==> config.mk <==
export PLATFORM = sky130hd
export DESIGN_NAME = ibex_ahb_bridge
export DESIGN_NICKNAME = d
export VERILOG_FILES = /design/src/rtl/ibex_ahb_pkg.sv /design/src/rtl/ibex_ahb_be_decode.sv /design/src/rtl/ibex_ahb_bridge.sv
export SDC_FILE = /design/constraint.sdc
export NUM_CORES = 1
export LEC_CHECK = 0
export CORE_AREA = 2 2 120 122
export CTS_CLUSTER_DIAMETER = 40
export DETAILED_ROUTE_END_ITERATION = 8
export DIE_AREA = 0 0 122 124
export PLACE_DENSITY = 0.65
export SLEW_MARGIN = 20
export SYNTH_ARGS = -nofsm -noshare
export SYNTH_HDL_FRONTEND = slang
export SYNTH_SLANG_ARGS = --single-unit
==> constraint.sdc <==
create_clock -name HCLK -period 2.65 [get_ports HCLK]
set_input_delay 0.53 -clock HCLK [delete_from_list [all_inputs] [get_ports HCLK]]
set_output_delay 0.53 -clock HCLK [all_outputs]
set_load 0.005 [all_outputs]
==> src/rtl/ibex_ahb_pkg.sv <==
// Shared constants and types for the Ibex AHB-Lite master bridge.
package ibex_ahb_pkg;

  localparam logic [1:0] HTRANS_IDLE   = 2'b00;
  localparam logic [1:0] HTRANS_NONSEQ = 2'b10;

  localparam logic [2:0] HSIZE_BYTE = 3'b000;
  localparam logic [2:0] HSIZE_HALF = 3'b001;
  localparam logic [2:0] HSIZE_WORD = 3'b010;

  // Privileged access; bit0 distinguishes opcode fetch from data access.
  localparam logic [3:0] HPROT_OPCODE = 4'b0010;
  localparam logic [3:0] HPROT_DATA   = 4'b0011;

  typedef enum logic {
    OWN_INSTR = 1'b0,
    OWN_DATA  = 1'b1
  } owner_e;

endpackage

==> src/rtl/ibex_ahb_be_decode.sv <==
// Maps an Ibex byte-enable pattern onto an AHB size and low address bits.
// Patterns AHB cannot express in one transfer are flagged as illegal.
module ibex_ahb_be_decode
  import ibex_ahb_pkg::*;
(
  input  logic [3:0] be,
  output logic [2:0] hsize,
  output logic [1:0] offset,
  output logic       illegal
);

  // Decode byte enables into size, offset and legality.
  always_comb begin
    // NOTE: every output gets a default before the case so no latch is inferred.
    hsize   = HSIZE_WORD;
    offset  = 2'b00;
    illegal = 1'b0;
    case (be)
      4'b0001: begin hsize = HSIZE_BYTE; offset = 2'd0; end
      4'b0010: begin hsize = HSIZE_BYTE; offset = 2'd1; end
      4'b0100: begin hsize = HSIZE_BYTE; offset = 2'd2; end
      4'b1000: begin hsize = HSIZE_BYTE; offset = 2'd3; end
      4'b0011: begin hsize = HSIZE_HALF; offset = 2'd0; end
      4'b1100: begin hsize = HSIZE_HALF; offset = 2'd2; end
      4'b1111: begin hsize = HSIZE_WORD; offset = 2'd0; end
      default: illegal = 1'b1;
    endcase
  end

endmodule

==> src/rtl/ibex_ahb_bridge.sv <==
// Pipelined AHB-Lite master bridge for the Ibex instruction and data ports.
// Address and data phases overlap; at most one data phase is outstanding.
// Optional SysTick generator enabled by defining IBEX_AHB_SYSTICK_EN.
module ibex_ahb_bridge
  import ibex_ahb_pkg::*;
#(
  parameter int ARB_RR    = 0,
  parameter int SYSTICK_W = 24
) (
  input  logic                 HCLK,
  input  logic                 HRESETn,
  input  logic                 instr_req_i,
  input  logic [31:0]          instr_addr_i,
  output logic                 instr_gnt_o,
  output logic                 instr_rvalid_o,
  output logic [31:0]          instr_rdata_o,
  output logic                 instr_err_o,
  input  logic                 data_req_i,
  input  logic                 data_we_i,
  input  logic [3:0]           data_be_i,
  input  logic [31:0]          data_addr_i,
  input  logic [31:0]          data_wdata_i,
  output logic                 data_gnt_o,
  output logic                 data_rvalid_o,
  output logic [31:0]          data_rdata_o,
  output logic                 data_err_o,
  output logic [31:0]          HADDR,
  output logic [1:0]           HTRANS,
  output logic [2:0]           HSIZE,
  output logic                 HWRITE,
  output logic [3:0]           HPROT,
  output logic [31:0]          HWDATA,
  input  logic [31:0]          HRDATA,
  input  logic                 HREADY,
  input  logic                 HRESP,
  input  logic [SYSTICK_W-1:0] SYSTICKCLKDIV,
  output logic                 irq_timer_o
);

  logic [2:0]  be_hsize;
  logic [1:0]  be_offset;
  logic        be_illegal;

  owner_e      rr_prio, hold_owner, dp_owner, winner;
  logic        hold_valid, dp_valid, dp_we, lerr_pending;
  logic [31:0] dp_wdata;
  logic        winner_req, err_stall, local_err, nonseq, accept;
  logic        dp_done, dp_instr_done, dp_data_done;
  logic        unused_addr;

  ibex_ahb_be_decode u_be_decode (
    .be      (data_be_i),
    .hsize   (be_hsize),
    .offset  (be_offset),
    .illegal (be_illegal)
  );

  // Pick the port that owns the address phase this cycle.
  always_comb begin
    winner = OWN_DATA;
    if (hold_valid) begin
      winner = hold_owner;
    end else if (ARB_RR != 0) begin
      if (rr_prio == OWN_DATA) winner = data_req_i  ? OWN_DATA  : OWN_INSTR;
      else                     winner = instr_req_i ? OWN_INSTR : OWN_DATA;
    end else begin
      winner = data_req_i ? OWN_DATA : OWN_INSTR;
    end
  end

  assign winner_req = (winner == OWN_DATA) ? data_req_i : instr_req_i;
  // First cycle of a two-cycle error response: the address phase must go IDLE.
  assign err_stall  = dp_valid & HRESP & ~HREADY;
  assign local_err  = (winner == OWN_DATA) & be_illegal;
  assign nonseq     = winner_req & ~err_stall & ~lerr_pending & ~local_err;
  assign accept     = winner_req & HREADY & ~lerr_pending;

  assign instr_gnt_o = accept & (winner == OWN_INSTR);
  assign data_gnt_o  = accept & (winner == OWN_DATA);

  // Drive the address phase; control is zero whenever no transfer is issued.
  always_comb begin
    HTRANS = HTRANS_IDLE;
    HADDR  = '0;
    HSIZE  = '0;
    HWRITE = 1'b0;
    HPROT  = '0;
    if (nonseq) begin
      HTRANS = HTRANS_NONSEQ;
      if (winner == OWN_DATA) begin
        HADDR  = {data_addr_i[31:2], be_offset};
        HSIZE  = be_hsize;
        HWRITE = data_we_i;
        HPROT  = HPROT_DATA;
      end else begin
        HADDR  = instr_addr_i;
        HSIZE  = HSIZE_WORD;
        HPROT  = HPROT_OPCODE;
      end
    end
  end

  // Arbitration hold, round-robin pointer, data-phase and local-error state.
  always_ff @(posedge HCLK or negedge HRESETn) begin
    if (!HRESETn) begin
      rr_prio      <= OWN_DATA;
      hold_valid   <= 1'b0;
      hold_owner   <= OWN_INSTR;
      dp_valid     <= 1'b0;
      dp_owner     <= OWN_INSTR;
      dp_we        <= 1'b0;
      dp_wdata     <= '0;
      lerr_pending <= 1'b0;
    end else begin
      // NOTE: non-blocking assignments keep every register reading pre-edge values.
      if (nonseq && !HREADY) begin
        hold_valid <= 1'b1;
        hold_owner <= winner;
      end else if (accept) begin
        hold_valid <= 1'b0;
      end

      if (accept) rr_prio <= (winner == OWN_DATA) ? OWN_INSTR : OWN_DATA;

      if (accept) begin
        dp_valid <= ~local_err;
        dp_owner <= winner;
        dp_we    <= (winner == OWN_DATA) & data_we_i & ~local_err;
        if (winner == OWN_DATA) dp_wdata <= data_wdata_i;
      end else if (HREADY) begin
        dp_valid <= 1'b0;
      end

      lerr_pending <= accept & local_err;
    end
  end

  assign HWDATA = dp_we ? dp_wdata : '0;

  assign dp_done       = dp_valid & HREADY;
  assign dp_instr_done = dp_done & (dp_owner == OWN_INSTR);
  assign dp_data_done  = dp_done & (dp_owner == OWN_DATA);

  assign instr_rvalid_o = dp_instr_done;
  assign instr_rdata_o  = dp_instr_done ? HRDATA : '0;
  assign instr_err_o    = dp_instr_done & HRESP;

  assign data_rvalid_o  = dp_data_done | lerr_pending;
  assign data_rdata_o   = dp_data_done ? HRDATA : '0;
  assign data_err_o     = (dp_data_done & HRESP) | lerr_pending;

`ifdef IBEX_AHB_SYSTICK_EN
  logic [SYSTICK_W-1:0] tick_cnt;
  logic                 tick_match;

  assign tick_match = (tick_cnt == SYSTICKCLKDIV);

  // Free-running divider; the pulse is registered one cycle after the match.
  always_ff @(posedge HCLK or negedge HRESETn) begin
    if (!HRESETn) begin
      tick_cnt    <= '0;
      irq_timer_o <= 1'b1;
    end else begin
      tick_cnt    <= tick_match ? '0 : tick_cnt + {{(SYSTICK_W-1){1'b0}}, 1'b1};
      irq_timer_o <= tick_match;
    end
  end

  assign unused_addr = ^data_addr_i[1:0];
`else
  assign irq_timer_o = 1'b0;
  assign unused_addr = ^{data_addr_i[1:0], SYSTICKCLKDIV};
`endif

endmodule

# --- Word level (Yosys, flattened, before mapping) ---
# Index checks and enable logic that the tools add are counted.
totals:
  reg_bits: 38
  latchBits: 0
  ram_bits: 0
  rom_bits: 0
  output_inout_bits: 145
  word_cells: 71
  memories: 0
op_classes:
  addsub: 0
  mul: 0
  div_mod_pow: 0
  order_cmp: 0
  eq_ne: 7
  shift: 0
  n_mux: 22
  bitwise_logic: 26
  reduce_logical: 9
ops:
  columns: ["operator", "count"]
  rows:
  - ["$mux W32", 5]
  - ["$and A1 B1 Y1", 18]
  - ["$eq A4 B4 Y1 const B", 3]
  - ["$mux W1", 11]
  - ["$eq A4 B2 Y1 const B", 2]
  - ["$reduce_or A7 Y1", 1]
  - ["$mux W3", 2]
  - ["$not A1 Y1", 6]
  - ["$pmux W2 S3", 1]
  - ["$eq A4 B1 Y1 const B", 1]
  - ["$eq A4 B3 Y1 const B", 1]
  - ["$mux W4", 1]
  - ["$pmux W2 S2", 1]
  - ["$reduce_bool A2 Y1", 2]
  - ["$reduce_or A2 Y1", 2]
  - ["$reduce_or A4 Y1", 1]
  - ["$mux W2", 1]
  - ["$or A1 B1 Y1", 2]
  - ["$reduce_and A2 Y1", 1]
  - ["$logic_and A1 B1 Y1", 1]
  - ["$logic_not A1 Y1", 1]

# --- Longest topological paths before layout ---
depth:
  ltp_word: 8
  ltp_mapped: 7
  mapped_depth_nobuf: 4

# --- Modules after synthesis ---
# Synthesis repeated with hierarchy kept, for this count alone.
unflattened:
  hier_cells: 360
  area_unflattened_um2: 3037.9
modules_own_cells:
  columns: ["module", "n_inst", "cells_each", "area_per_inst_um2", "seq_area_each_um2"]
  rows:
  - ["ibex_ahb_bridge", 1, 345, 2944.1, 950.9]
  - ["ibex_ahb_be_decode", 1, 15, 93.8, 0.0]

# --- Worst setup path after synthesis ---
# No wires, ideal clock.
synth_timing:
  kind: "input -> output"
  startpoint: "input port data_be_i[3]"
  endpoint: "output port HADDR[10]"
  arrival_time_ps: 1618
  setup_slack_ps: 502
  path_stages: 6
  n_path_buf: 2
  cell_sequence: "nor2_1 > xor2_1 > o211ai_1 > buf_2 > buf_2 > a21oi_1"
synth_via:
  elab_chain_cells: 7
synth_rtl:
  columns: ["element", "line_no", "text"]
  rows:
  - ["start, declared", "ibex_ahb_bridge.sv:20", "input logic [3:0] data_be_i,"]
  - ["$eq A4 B1 Y1 (tied with other cells)", "ibex_ahb_be_decode.sv:18", "case (be)"]
  - ["$reduce_or A7 Y1 (no line) (*)", null, null]
  - ["$mux W1 (*)", "ibex_ahb_be_decode.sv:18", null]
  - ["$and A1 B1 Y1 (*)", "ibex_ahb_bridge.sv:74", "assign local_err = (winner == OWN_DATA) & be_illegal;"]
  - ["$not A1 Y1 (*)", "ibex_ahb_bridge.sv:75", "assign nonseq = winner_req & ~err_stall & ~lerr_pending & ~local_err;"]
  - ["$and A1 B1 Y1 (*)", "ibex_ahb_bridge.sv:75", null]
  - ["$mux W32 (*)", "ibex_ahb_bridge.sv:88", "if (nonseq) begin"]
  - ["end, declared", "ibex_ahb_bridge.sv:27", "output logic [31:0] HADDR,"]
# Mark *: on every way between the ends. The rest lies on a longest branch, timed or not.

# --- Worst setup path after layout ---
layout_timing:
  startpoint: "input port HREADY"
  endpoint: "output port data_rvalid_o"
layout_via:
  elab_chain_cells: 3
layout_rtl:
  columns: ["element", "line_no", "text"]
  rows:
  - ["start, declared", "ibex_ahb_bridge.sv:34", "input logic HREADY,"]
  - ["$and A1 B1 Y1", "ibex_ahb_bridge.sv:140", "assign dp_done = dp_valid & HREADY;"]
  - ["$and A1 B1 Y1", "ibex_ahb_bridge.sv:142", "assign dp_data_done = dp_done & (dp_owner == OWN_DATA);"]
  - ["$or A1 B1 Y1", "ibex_ahb_bridge.sv:148", "assign data_rvalid_o = dp_data_done | lerr_pending;"]
  - ["end, declared", "ibex_ahb_bridge.sv:24", "output logic data_rvalid_o,"]
# Every way passes these cells.

==> flow_summary.ini <==
[run_status]
status = complete, no violations

[synthesis]
synth_xor_area_frac = 0.005985
ys_seq_area_frac = 0.3249
synthAdderAreaFrac = 0
netlist_instances = 338
synth.area.top_cells = dfrtp_1 (32%), and2_1 (21%), mux2_4 (15%), nand2_1 (8.2%), a21oi_1 (5.8%)
ys_top_cells_by_count = and2_1 (97), nand2_1 (64), dfrtp_1 (38)
synth_cell_types = 33
synth_top_family_by_area = simple AND/OR/NAND/NOR gates
yosysMostFrequentCell = and2_1
ys_warn_count = 0
synth_top_area_frac = 0.3249
synth_edf_count = 0
ys_seq_elements = 38
synthFlopType = dfrtp_1
avgSynthCellArea_um2 = 8.658
synth_compound_area_frac = 0.08636
synth_area_um2 = 2927
async_reset_ff_frac = 1.000
synthMuxAreaShare = 0.1791
synthSimpleGateAreaFrac = 0.3249
synth_area_leader_cell = dfrtp_1

[routing]
wire_per_inst_um = 14.72
drtIter0Drc = 114
wl_um = 11900
first_pass_iters = 4
drc = 0
drtAntennaViolNets = 0
viasPerCell = 4.192
num_vias = 3387

[worst_setup_path]
critPathMaxStageDelay_ns = 0.47
worstPathArrival_ns = 2.01
crit_path_start_kind = primary input
reg2reg_slack_ns = 0.39
critPathSlowestCell = clkdlybuf4s50_1
worstSetupEndpointType = output pin
critPathTopFamily = buffers and inverters
worstSetupPathType = primary input to output pin
worst_ep_required_time_ns = 2.12
crit_chain = dlygate4sd2_1, buf_4, and3_1, buf_12, or2_2, clkdlybuf4s50_1
critPathBufInv = 4
path_max_fanout = 34

[sta]
relSlewSlack = 0.4067
fin_crit_ns = 2.539
hold_viol = 0
setup_viol = 0
report.final.slew_viol_count = 0
finalSetupTns_ns = 0
tightest_slew_ns = 0.8900
min_period_over_period = 0.9580
setup_ws_ns = 0.1112
timing.fmax_mhz = 393.9
clock_skew_ns = 0.0008967
rsz0062_at_grt = false

[global_routing]
grt_max_degree = 39
met2_usage = 0.2472
grt_pass1_wl_um = 16910
use_met1 = 0.1782
grt_usage = 0.1415
gr-usage-met3 = 0.03480
grt_overflow_total = 0
grt_pass1_vias = 3356
grt-busiest-layer = met2
antenna_found_initial = 1

[placement]
port_buffers = 276
place_congestion = 0.7673
hpwl_um = 9347
place_inst = 792
dpl_worst_slack_ns = -0.4139

[run]
cap_violations = 0

[floorplan]
row_count = 43
start_util = 0.2133
die_w_um = 122
fp.dieArea_um2 = 15130
die_h_um = 124
coreArea_um2 = 13720
ioPinCount = 308

[clock_tree]
cts_tree = done
ctsHoldBuffers = 0
cts_made_buffers = 5
cts_buffer_depth = 2
clk_pin_slew_ns = 0.05
cts_num_sinks = 38
htreeDepth = 2
ctsRootBufferMaster = clkbuf_16
clkLatencyLatePin_ns = 0.27

[cells_and_area]
drive_gt1_frac = 0.2073
syn2layout_area_growth_pct = 110.9
post-route-util = 0.4499
layout.nets = 790
fin_cells = 808

[power_and_ir_drop]
leakage_nw = 2.717
vdd_drop_max_v = 0.0003880
power.density_nw_per_um2 = 756.7
power_w = 0.004671

[worst_hold_path]
hold_class = primary input to async pin
worst paths after layout:
check	from	end	depth (start not counted)
worst max-delay path	HREADY	data_rvalid_o	6
worst min-delay path	HRESETn	dp_wdata[14]	1
worst max register to register	lerr_pending	dp_wdata[5]	6
worst min register to register	dp_we	dp_we	2
max in group asynchronous	HRESETn	hold_owner	1
min in group HCLK	dp_we	dp_we	2
flip-flops by register name (all words and copies together) (netlist names):
signal	cells
dp_we	1
dp_wdata	32
dp_valid	1
hold_valid	1
dp_owner	1
hold_owner	1
lerr_pending	1
cell usage in the layout, fill, tap and decap left out, types with 3 or more instances in the layout:
master | Yosys | routed
mux2_2 | 5 | 4
dlygate4sd2_1 | 0 | 12
dfrtp_1 | 38 | 37
and3_1 | 3 | 3
conb_1 | 1 | 5
inv_1 | 4 | 3
a21oi_2 | 0 | 5
a21oi_1 | 34 | 28
buf_2 | 4 | 29
mux2_4 | 29 | 30
nor2_1 | 8 | 4
and2_1 | 97 | 97
clkdlybuf4s15_1 | 0 | 3
clkbuf_2 | 0 | 5
buf_4 | 7 | 26
clkbuf_16 | 0 | 5
buf_12 | 3 | 5
clkdlybuf4s50_1 | 0 | 227
nand2_1 | 64 | 63
power by group:
group          switching (W)  total [W]  internal, W
Sequential          0.000154    0.00103     0.000872
Combinational        0.00116    0.00296      0.00180
Clock               0.000219   0.000683     0.000464
logic make-up after synthesis:
group | after synthesis
compound gates | 45
xor+xnor | 2
buf+inv | 37
flops | 38
mux | 36
other cells | 1
simple gates | 179
cell type report:
cell class / instances / area, um^2
fillers: 1344 / 7547
repair buffers: 311 / 2960
multi-input cells: 267 / 1848
flip-flops and latches: 38 / 952.2
well taps: 180 / 225.2
clock buffers: 6 / 138.9
clock inverters: 1 / 30.03
inverters: 4 / 15.01
diodes: 1 / 2.502
metrics by stage:
step	instance area, um^2	hold WS [ns]
after floorplan	2942	0.2344
after global placement	6003	0.4684
after detailed placement	6003	0.4759
after CTS	6153	0.4019
after global routing	6172	0.4414
final	6172	0.3806
metal layers:
metal | vias to the layer above | wire length, um
met5 | - | 0
met4 | 0 | 94
met3 | 11 | 968
met2 | 156 | 5869
met1 | 1562 | 4963
li1 | 1658 | -
worst register-to-register path, stage by stage (launching register included):
cell	delay, ns
dfrtp_1	0.37
o21bai_2	0.21
buf_4	0.15
a211o_2	0.38
nor2_8	0.10
buf_4	0.49
mux2_2	0.44
what timing repair did:
action                                  in CTS  in global routing
pin swaps                                    6                  1
buffers inserted                             5                  2
gates cloned                                 2                  0
resized for setup                          152                 17
endpoints found under the setup margin     107                 31
(Power assumes the default switching activity.)
